File: src/rtl/ntp_clock_select.sv
// rtl/ntp_clock_select.sv - Qualifies two NTP clock sources and forwards the selected one's time
//
// Ports:
//   clk, reset                  block clock, synchronous active-high reset
//   cfg_mode[1:0]               0=auto prefer A, 1=force A, 2=force B, 3=auto prefer B
//   sync_ok_x, pll_locked_x     health inputs of source x (a/b)
//   time_x[63:0], time_upd_x    time value and single-cycle update strobe of source x
//   ntp_time[63:0]              time of the active source, registered
//   ntp_time_upd                one-cycle strobe accompanying each ntp_time update
//   time_valid                  high while a source is active
//   active_sel                  0=A, 1=B; holds its last value while no source is active
//   qualified[1:0]              {qual_b, qual_a}
//   switch_count                saturating count of entries into an active state

module ntp_clock_select #(
    parameter int HOLDOFF_CYCLES = 1000,
    parameter int CNT_WIDTH      = 16
) (
    input  logic                 clk,
    input  logic                 reset,
    input  logic [1:0]           cfg_mode,
    input  logic                 sync_ok_a,
    input  logic                 pll_locked_a,
    input  logic [63:0]          time_a,
    input  logic                 time_upd_a,
    input  logic                 sync_ok_b,
    input  logic                 pll_locked_b,
    input  logic [63:0]          time_b,
    input  logic                 time_upd_b,
    output logic [63:0]          ntp_time,
    output logic                 ntp_time_upd,
    output logic                 time_valid,
    output logic                 active_sel,
    output logic [1:0]           qualified,
    output logic [CNT_WIDTH-1:0] switch_count
);

    localparam logic [15:0] HOLDOFF = 16'(HOLDOFF_CYCLES);
    localparam logic [CNT_WIDTH-1:0] CNT_MAX = {CNT_WIDTH{1'b1}};

    typedef enum logic [1:0] {
        NONE  = 2'd0,
        USE_A = 2'd1,
        USE_B = 2'd2
    } state_t;

    state_t      state;
    state_t      state_next;
    logic        entering;

    logic        healthy_a;
    logic        healthy_b;
    logic [15:0] qual_cnt_a;
    logic [15:0] qual_cnt_b;
    logic        qual_a;
    logic        qual_b;

    assign healthy_a = sync_ok_a & pll_locked_a;
    assign healthy_b = sync_ok_b & pll_locked_b;
    assign qualified = {qual_b, qual_a};

    // Holdoff qualification: qual rises on the edge the counter reaches
    // HOLDOFF, i.e. HOLDOFF edges after health is first sampled high. Any
    // unhealthy sample restarts the count.
    always_ff @(posedge clk) begin
        if (reset) begin
            qual_cnt_a <= '0;
            qual_a     <= 1'b0;
        end else if (!healthy_a) begin
            qual_cnt_a <= '0;
            qual_a     <= 1'b0;
        end else if (qual_cnt_a < HOLDOFF) begin
            qual_cnt_a <= qual_cnt_a + 16'd1;
            if (qual_cnt_a + 16'd1 == HOLDOFF) begin
                qual_a <= 1'b1;
            end
        end
    end

    always_ff @(posedge clk) begin
        if (reset) begin
            qual_cnt_b <= '0;
            qual_b     <= 1'b0;
        end else if (!healthy_b) begin
            qual_cnt_b <= '0;
            qual_b     <= 1'b0;
        end else if (qual_cnt_b < HOLDOFF) begin
            qual_cnt_b <= qual_cnt_b + 16'd1;
            if (qual_cnt_b + 16'd1 == HOLDOFF) begin
                qual_b <= 1'b1;
            end
        end
    end

    // Selection is purely a function of the qualified flags and mode; the
    // holdoff already debounces, so reverting to the preferred source is
    // immediate.
    always_comb begin
        state_next = NONE;
        case (cfg_mode)
            2'd0: begin
                if (qual_a)      state_next = USE_A;
                else if (qual_b) state_next = USE_B;
            end
            2'd1: begin
                if (qual_a)      state_next = USE_A;
            end
            2'd2: begin
                if (qual_b)      state_next = USE_B;
            end
            default: begin
                if (qual_b)      state_next = USE_B;
                else if (qual_a) state_next = USE_A;
            end
        endcase
        entering = (state_next != NONE) && (state_next != state);
    end

    always_ff @(posedge clk) begin
        if (reset) begin
            state        <= NONE;
            active_sel   <= 1'b0;
            switch_count <= '0;
        end else begin
            state <= state_next;
            if (state_next != NONE) begin
                active_sel <= (state_next == USE_B);
            end
            if (entering && (switch_count != CNT_MAX)) begin
                switch_count <= switch_count + 1'b1;
            end
        end
    end

    assign time_valid = (state != NONE);

    // The datapath follows the registered state, so a strobe on the switch
    // edge is still taken from the old source and sources never mix.
    always_ff @(posedge clk) begin
        if (reset) begin
            ntp_time     <= '0;
            ntp_time_upd <= 1'b0;
        end else if ((state == USE_A) && time_upd_a) begin
            ntp_time     <= time_a;
            ntp_time_upd <= 1'b1;
        end else if ((state == USE_B) && time_upd_b) begin
            ntp_time     <= time_b;
            ntp_time_upd <= 1'b1;
        end else begin
            ntp_time_upd <= 1'b0;
        end
    end

endmodule

File: config.mk
export PLATFORM = sky130hd
export DESIGN_NAME = ntp_clock_select
export DESIGN_NICKNAME = d
export VERILOG_FILES = /design/src/rtl/ntp_clock_select.sv
export SDC_FILE = /design/constraint.sdc
export NUM_CORES = 1
export LEC_CHECK = 0
export ABC_CLOCK_PERIOD_IN_PS = 5300
export BUFFER_PORTS_ARGS = -buffer_cell sky130_fd_sc_hd__buf_4
export CAP_MARGIN = 5
export CORE_MARGIN = 10
export CORE_UTILIZATION = 52
export DETAILED_ROUTE_END_ITERATION = 12
export HOLD_SLACK_MARGIN = 0.1
export PLACE_DENSITY_LB_ADDON = 0.1
export SYNTH_ARGS = -nofsm -noshare
export SYNTH_HDL_FRONTEND = slang
export SYNTH_SLANG_ARGS = --single-unit
File: constraint.sdc
create_clock -name clk -period 5.3 [get_ports clk]
set_input_delay 1.06 -clock clk [delete_from_list [all_inputs] [get_ports clk]]
set_output_delay 1.06 -clock clk [all_outputs]
set_load 0.03 [all_outputs]
After elaboration in Yosys (flattened, before gate mapping)

Index checks and enable logic that the tools add are counted.

Equality and inequality tests: 9
$lt $le $gt $ge: 2
Bitwise gates (word level): 4
Reduce and logical (&&, ||, !) cells: 12
$add $sub $neg: 3
Multiplexer cells: 9

Operators by type and width:

| operator              | number |
|---|---|
| $mux 64               | 2 |
| $add 16x1->16 const B | 3 |
| $eq 16x10->1 const B  | 2 |
| $lt 16x10->1 const B  | 2 |
| $ne 16x16->1 const B  | 1 |
| $eq 2x2->1 const B    | 3 |
| $mux 2                | 3 |
| $pmux 2 s3            | 1 |
| $reduce_bool 2->1     | 3 |
| $eq 2x1->1 const B    | 2 |
| $logic_and 1x1->1     | 4 |
| $reduce_and 2->1      | 2 |
| $reduce_or 2->1       | 2 |
| $mux 1                | 3 |
| $and 1x1->1           | 2 |
| $logic_not 2->1       | 1 |
| $ne 2x2->1            | 1 |
| $not 1->1             | 2 |

Bits of input ports: 138
Register bits: 118
Output and inout bits: 85

Logic depth before layout (Yosys ltp)

Depth in word-level cells: 6
Gate-level depth with buffers: 7
Depth with buffers taken out: 6

Worst setup path after synthesis

Ideal clock, no wire load.

Kind: input to register
Start point: in cfg_mode[1]
End point: reg switch_count[10]
Stages on the path: 6
Path buffers: 1
Slack: 2,717 ps
Setup time: 121 ps
Arrival time: 2,462 ps
Cells stage by stage: inv_1 -> a2111oi_0 -> o21ai_1 -> clkbuf_1 -> nor4_1 -> mux2_2

Cells in the longest elaborated chain, start to end: 5
Elaborated cells on any way between the ends: 8
Classes of those cells: eq/ne: 3; mux: 1; reduce/logical: 4

Ends and longest elaborated chain:

| item                                                   | RTL line | source |
|---|---|---|
| start, declared                                        | 21       | `input logic [1:0] cfg_mode,` |
| $eq 2x2->1, or another cell as far along               | 100      | `case (cfg_mode)` |
| $pmux 2 s3 (*)                                         | 100      |  |
| $ne 2x2->1 / $reduce_bool 2->1 (equally long branches) | 116      | `entering = (state_next != NONE) && (state_next != state);` |
| $logic_and 1x1->1 (*)                                  | 116      |  |
| $logic_and 1x1->1 (*)                                  | 129      | `if (entering && (switch_count != CNT_MAX)) begin` |
| end signal, assigned                                   | 130      | `switch_count <= switch_count + 1'b1;` |
| end, declared                                          | 35       | `output logic [CNT_WIDTH-1:0] switch_count` |

Every way passes the cells marked *; elsewhere a longest branch is shown, timed or not.
A chain may end at the register's enable or synchronous reset.

Final worst setup path

Start point: in reset
End point: reg qual_a

Cells in the longest elaborated chain, start to end: 1

Ends and longest elaborated chain:

| item                             | RTL line | source |
|---|---|---|
| start, declared                  | 20       | `input logic reset,` |
| $reduce_or 2->1 (no source line) | n/a      |  |
| end signal, assigned             | 68       | `qual_a <= 1'b0;` |
| end signal, assigned             | 71       | `qual_a <= 1'b0;` |
| end signal, assigned             | 75       | `qual_a <= 1'b1;` |
| end, declared                    | 55       | `logic qual_a;` |

No other way between the ends.

==> impl_metrics.csv <==
group,metric,value,unit
final_layout,antenna-diode-count,0,
grt,grt_pass1_wl,27.3,mm
logic_synthesis,syn_avg_cell_area,9.19,um^2
min_path,holdPathStages,1,
final_layout,layout-drive-gt1-share,0.340,
critical_path,path_class,"in2reg",
final_layout,layout_common_cells,"buf_4, dfxtp_1, nor2_1",
cts,hold_buffers,0,
drt,route.detailed.drc,0,
critical_path,worst-path-stages,5,
critical_path,startpoint,"reset",
cts,cts_setup_buffers,0,
critical_path,timing.rr.start,"switch_count[0]$_SDFFE_PP0P_",
cts,cts_resized,0,
cts,clock_latency,0.51,ns
cts,cts_max_path_buffers,2,
logic_synthesis,synth_area,0.00534,mm^2
critical_path,slowest_stage,"or4_1",
critical_path,critPathMaxStageDelay,0.64,ns
logic_synthesis,yosysTopAreaCellShare,0.442,
critical_path,cpLargestDelayFamily,"simple AND/OR/NAND/NOR gates",
pwr,power.leakage,3.65,nW
placement,post-place-cells,900,
logic_synthesis,synth_fa_ha_area_frac,0.00937,
floorplanning,start_util,0.539,
logic_synthesis,synthFlopType,"dfxtp_1",
grt,grt_pass1_vias,4989,
pwr,internal_power,1.73,mW
cts,clk_pin_slew,0.06,ns
timing,clock.fmax,0.382,GHz
timing,layout_min_cycle_time,2.62,ns
logic_synthesis,synth_seq_area_share,0.442,
floorplanning,die_y,121,um
timing,maxSlewViolCount,0,
cts,tritoncts,"yes",
final_layout,area_growth,43.3,%
logic_synthesis,synthArstFlopShare,0,
critical_path,worstSetupStartpointType,"input port",
placement,place_congestion,0.876,
min_path,hold_end,"qual_cnt_a[12]$_SDFFE_PP0N_",
logic_synthesis,synth_top_cell_by_area,"dfxtp_1",
floorplanning,rows,36,
cts,root_buffer,"clkbuf_8",
final_layout,final_cells,931,
floorplanning,die_w,121,um
drt,drt-total-wl,18.0,mm
critical_path,path_cells,"buf_4 > inv_1 > nand3_1 > or4_1 > o31ai_1",
run,drv_cap,0,
grt,antenna_found_initial,0,
pwr,netSwitchingFraction,0.199,
pwr,p_switching,0.431,mW
timing,fin_crit_sh,0.495,
run_status,outcome,"complete, no violations",
cts,ctsHtreeMaxLevel,4,
timing,skew,0.00600,ns
pwr,power_frac_clock,0.541,
logic_synthesis,yosys-mux-area-fraction,0.137,
critical_path,r2r_setup_slack,2.82,ns
logic_synthesis,ys_ff_latch,118,
min_path,worstHoldStart,"qual_cnt_a[12]$_SDFFE_PP0N_",
critical_path,crit_arrival,3.04,ns
logic_synthesis,synth.distinct_cells,53,
pwr,peakVddDrop,0.193,mV
floorplanning,ios,223,
logic_synthesis,synth_compound_area_frac,0.151,
final_layout,final_common_cell,"buf_4",
drt,ant_nets,0,
timing,worst_pin_slew,0.951,ns
drt,drt_iter0_markers,366,
logic_synthesis,synth_cells,581,
logic_synthesis,synth-simple-area-share,0.195,
grt,grt_overflow,0,
grt,grt_max_degree,91,
drt,wl_per_cell,19.3,um
grt,grt_usage,0.231,
logic_synthesis,yosysWarnings,0,
timing,relSlewSlack,0.366,
critical_path,reg2reg_to,"switch_count[6]$_SDFFE_PP0P_",
min_path,min_path_type,"reg2reg",
logic_synthesis,synth_top_family_by_area,"simple AND/OR/NAND/NOR gates",
drt,first_pass_iters,5,
critical_path,endpoint_kind,"flop",
floorplanning,coreArea,0.00991,mm^2
pwr,power_density,282,mW/mm^2
logic_synthesis,synth_nets,723,
drt,vias,5191,
critical_path,worst-path-buf-inv,2,
critical_path,cp.required,5.72,ns
timing,grt_setup_unrepaired,"false",
critical_path,crit_fanout,90,
logic_synthesis,synth_edf_count,0,
drt,vias_per_cell,5.58,
logic_synthesis,synthXorXnorAreaFrac,0.0312,
timing,timing.final.hold_violations,0,
final_layout,nNetsFinal,928,
cts,numClockSinks,118,
placement,port_buffers,222,
cts,cts_made_buffers,17,
pwr,seqPwrFrac,0.412,
floorplanning,die_area,0.0147,mm^2
critical_path,worst-r2r-cell-count,6,
timing,tns,0,ns
pwr,combPwrFrac,0.047,
placement,dp_hpwl,13.1,mm
logic_synthesis,synth_top_cells_by_area,"dfxtp_1, mux2i_1, a211oi_1",
timing,setup_viol,0,
## metrics by stage
stage | area, um^2 | worst slack, ns | power, mW | hold slack (ns) | util
2_1_floorplan | 5340 | 2.72 | 0.927 | 0.430 | -
3_3_place_gp | 7050 | 2.33 | 1.01 | 0.442 | 0.711
3_5_place_dp | 7050 | 2.21 | 1.01 | 0.450 | 0.711
4_1_cts | 7650 | 2.73 | 2.17 | 0.469 | 0.772
5_1_grt | 7650 | 2.55 | 2.23 | 0.485 | 0.772
6_report | 7650 | 2.68 | 2.16 | 0.467 | 0.772
## power groups by stage
stage	clock (mW)	combinational (mW)	sequential (mW)
after floorplan	0	0.0182	0.908
after global placement	0	0.0974	0.909
after detailed placement	0	0.0997	0.909
after CTS	1.18	0.101	0.890
final	1.17	0.101	0.890
after global routing	1.23	0.108	0.889
## worst max path at each step
stage,end,slack (ns)
after global placement,qual_a$_SDFFE_PP0P_,2.33
after global routing,qual_a$_SDFFE_PP0P_,2.55
after CTS,qual_a$_SDFFE_PP0P_,2.73
final,qual_a$_SDFFE_PP0P_,2.68
after detailed placement,qual_a$_SDFFE_PP0P_,2.21
after floorplan,switch_count[10]$_SDFFE_PP0P_,2.72
## state kept, by name (all words and copies together), names as in the netlist, 2 cells and up
| name | count |
|---|---|
| ntp_time | 64 |
| qual_cnt_a | 16 |
| qual_cnt_b | 16 |
| switch_count | 16 |
| state | 2 |
## worst reg2reg max path, stage by stage, from the launching register on
cell	delay (ns)
dfxtp_1	0.41
ha_1	0.23
nand2_1	0.14
or4_1	0.45
nor2_1	0.69
nor4_1	0.13
mux2_2	0.31
## metal layers
layer,track usage,up-vias,wire (um)
met5,0,-,0
met4,0.0656,0,229
met3,0.0745,18,1320
met2,0.410,175,9280
met1,0.259,2473,7140
li1,-,2525,-
## cells by family after synthesis
group	count (synthesis)
AOI/OAI and AO/OA	108
muxes	72
and+or+nand+nor	214
DFF	118
buffers and inverters	46
xor gates and xnor gates	19
adders and majority gates	4
## synth_stat cells, types with 2 or more instances
cell and n:
o41ai_1 2, ha_1 4, a211oi_1 64, dfxtp_1 118, nor3_1 3, buf_1 2, a31oi_1 5, o22ai_1 2
or2_2 2, nand4_1 10, mux2i_1 65, nor2_1 98, or3_1 3, and2_1 14, nand2_1 24, mux2_2 7
nand2b_1 3, clkbuf_1 30, buf_4 2, inv_1 6, xnor2_1 7, or4_1 8, nor2b_1 7, and3_1 10
o31ai_1 5, nand3_1 15, a21oi_1 9, nand3b_1 2, buf_2 6, o311ai_0 2, o211ai_1 2, xor2_1 12
o21ai_0 5, nor4_1 8
## cell type report
cell class,count,area [um^2]
clock inverter,8,120
multi-input combinational,417,2800
fill,745,2260
timing repair buffer,226,1700
clock buffer,23,487
tap,133,166
sequential,118,2360
inverter,6,22.5
(Power assumes the default switching activity.)
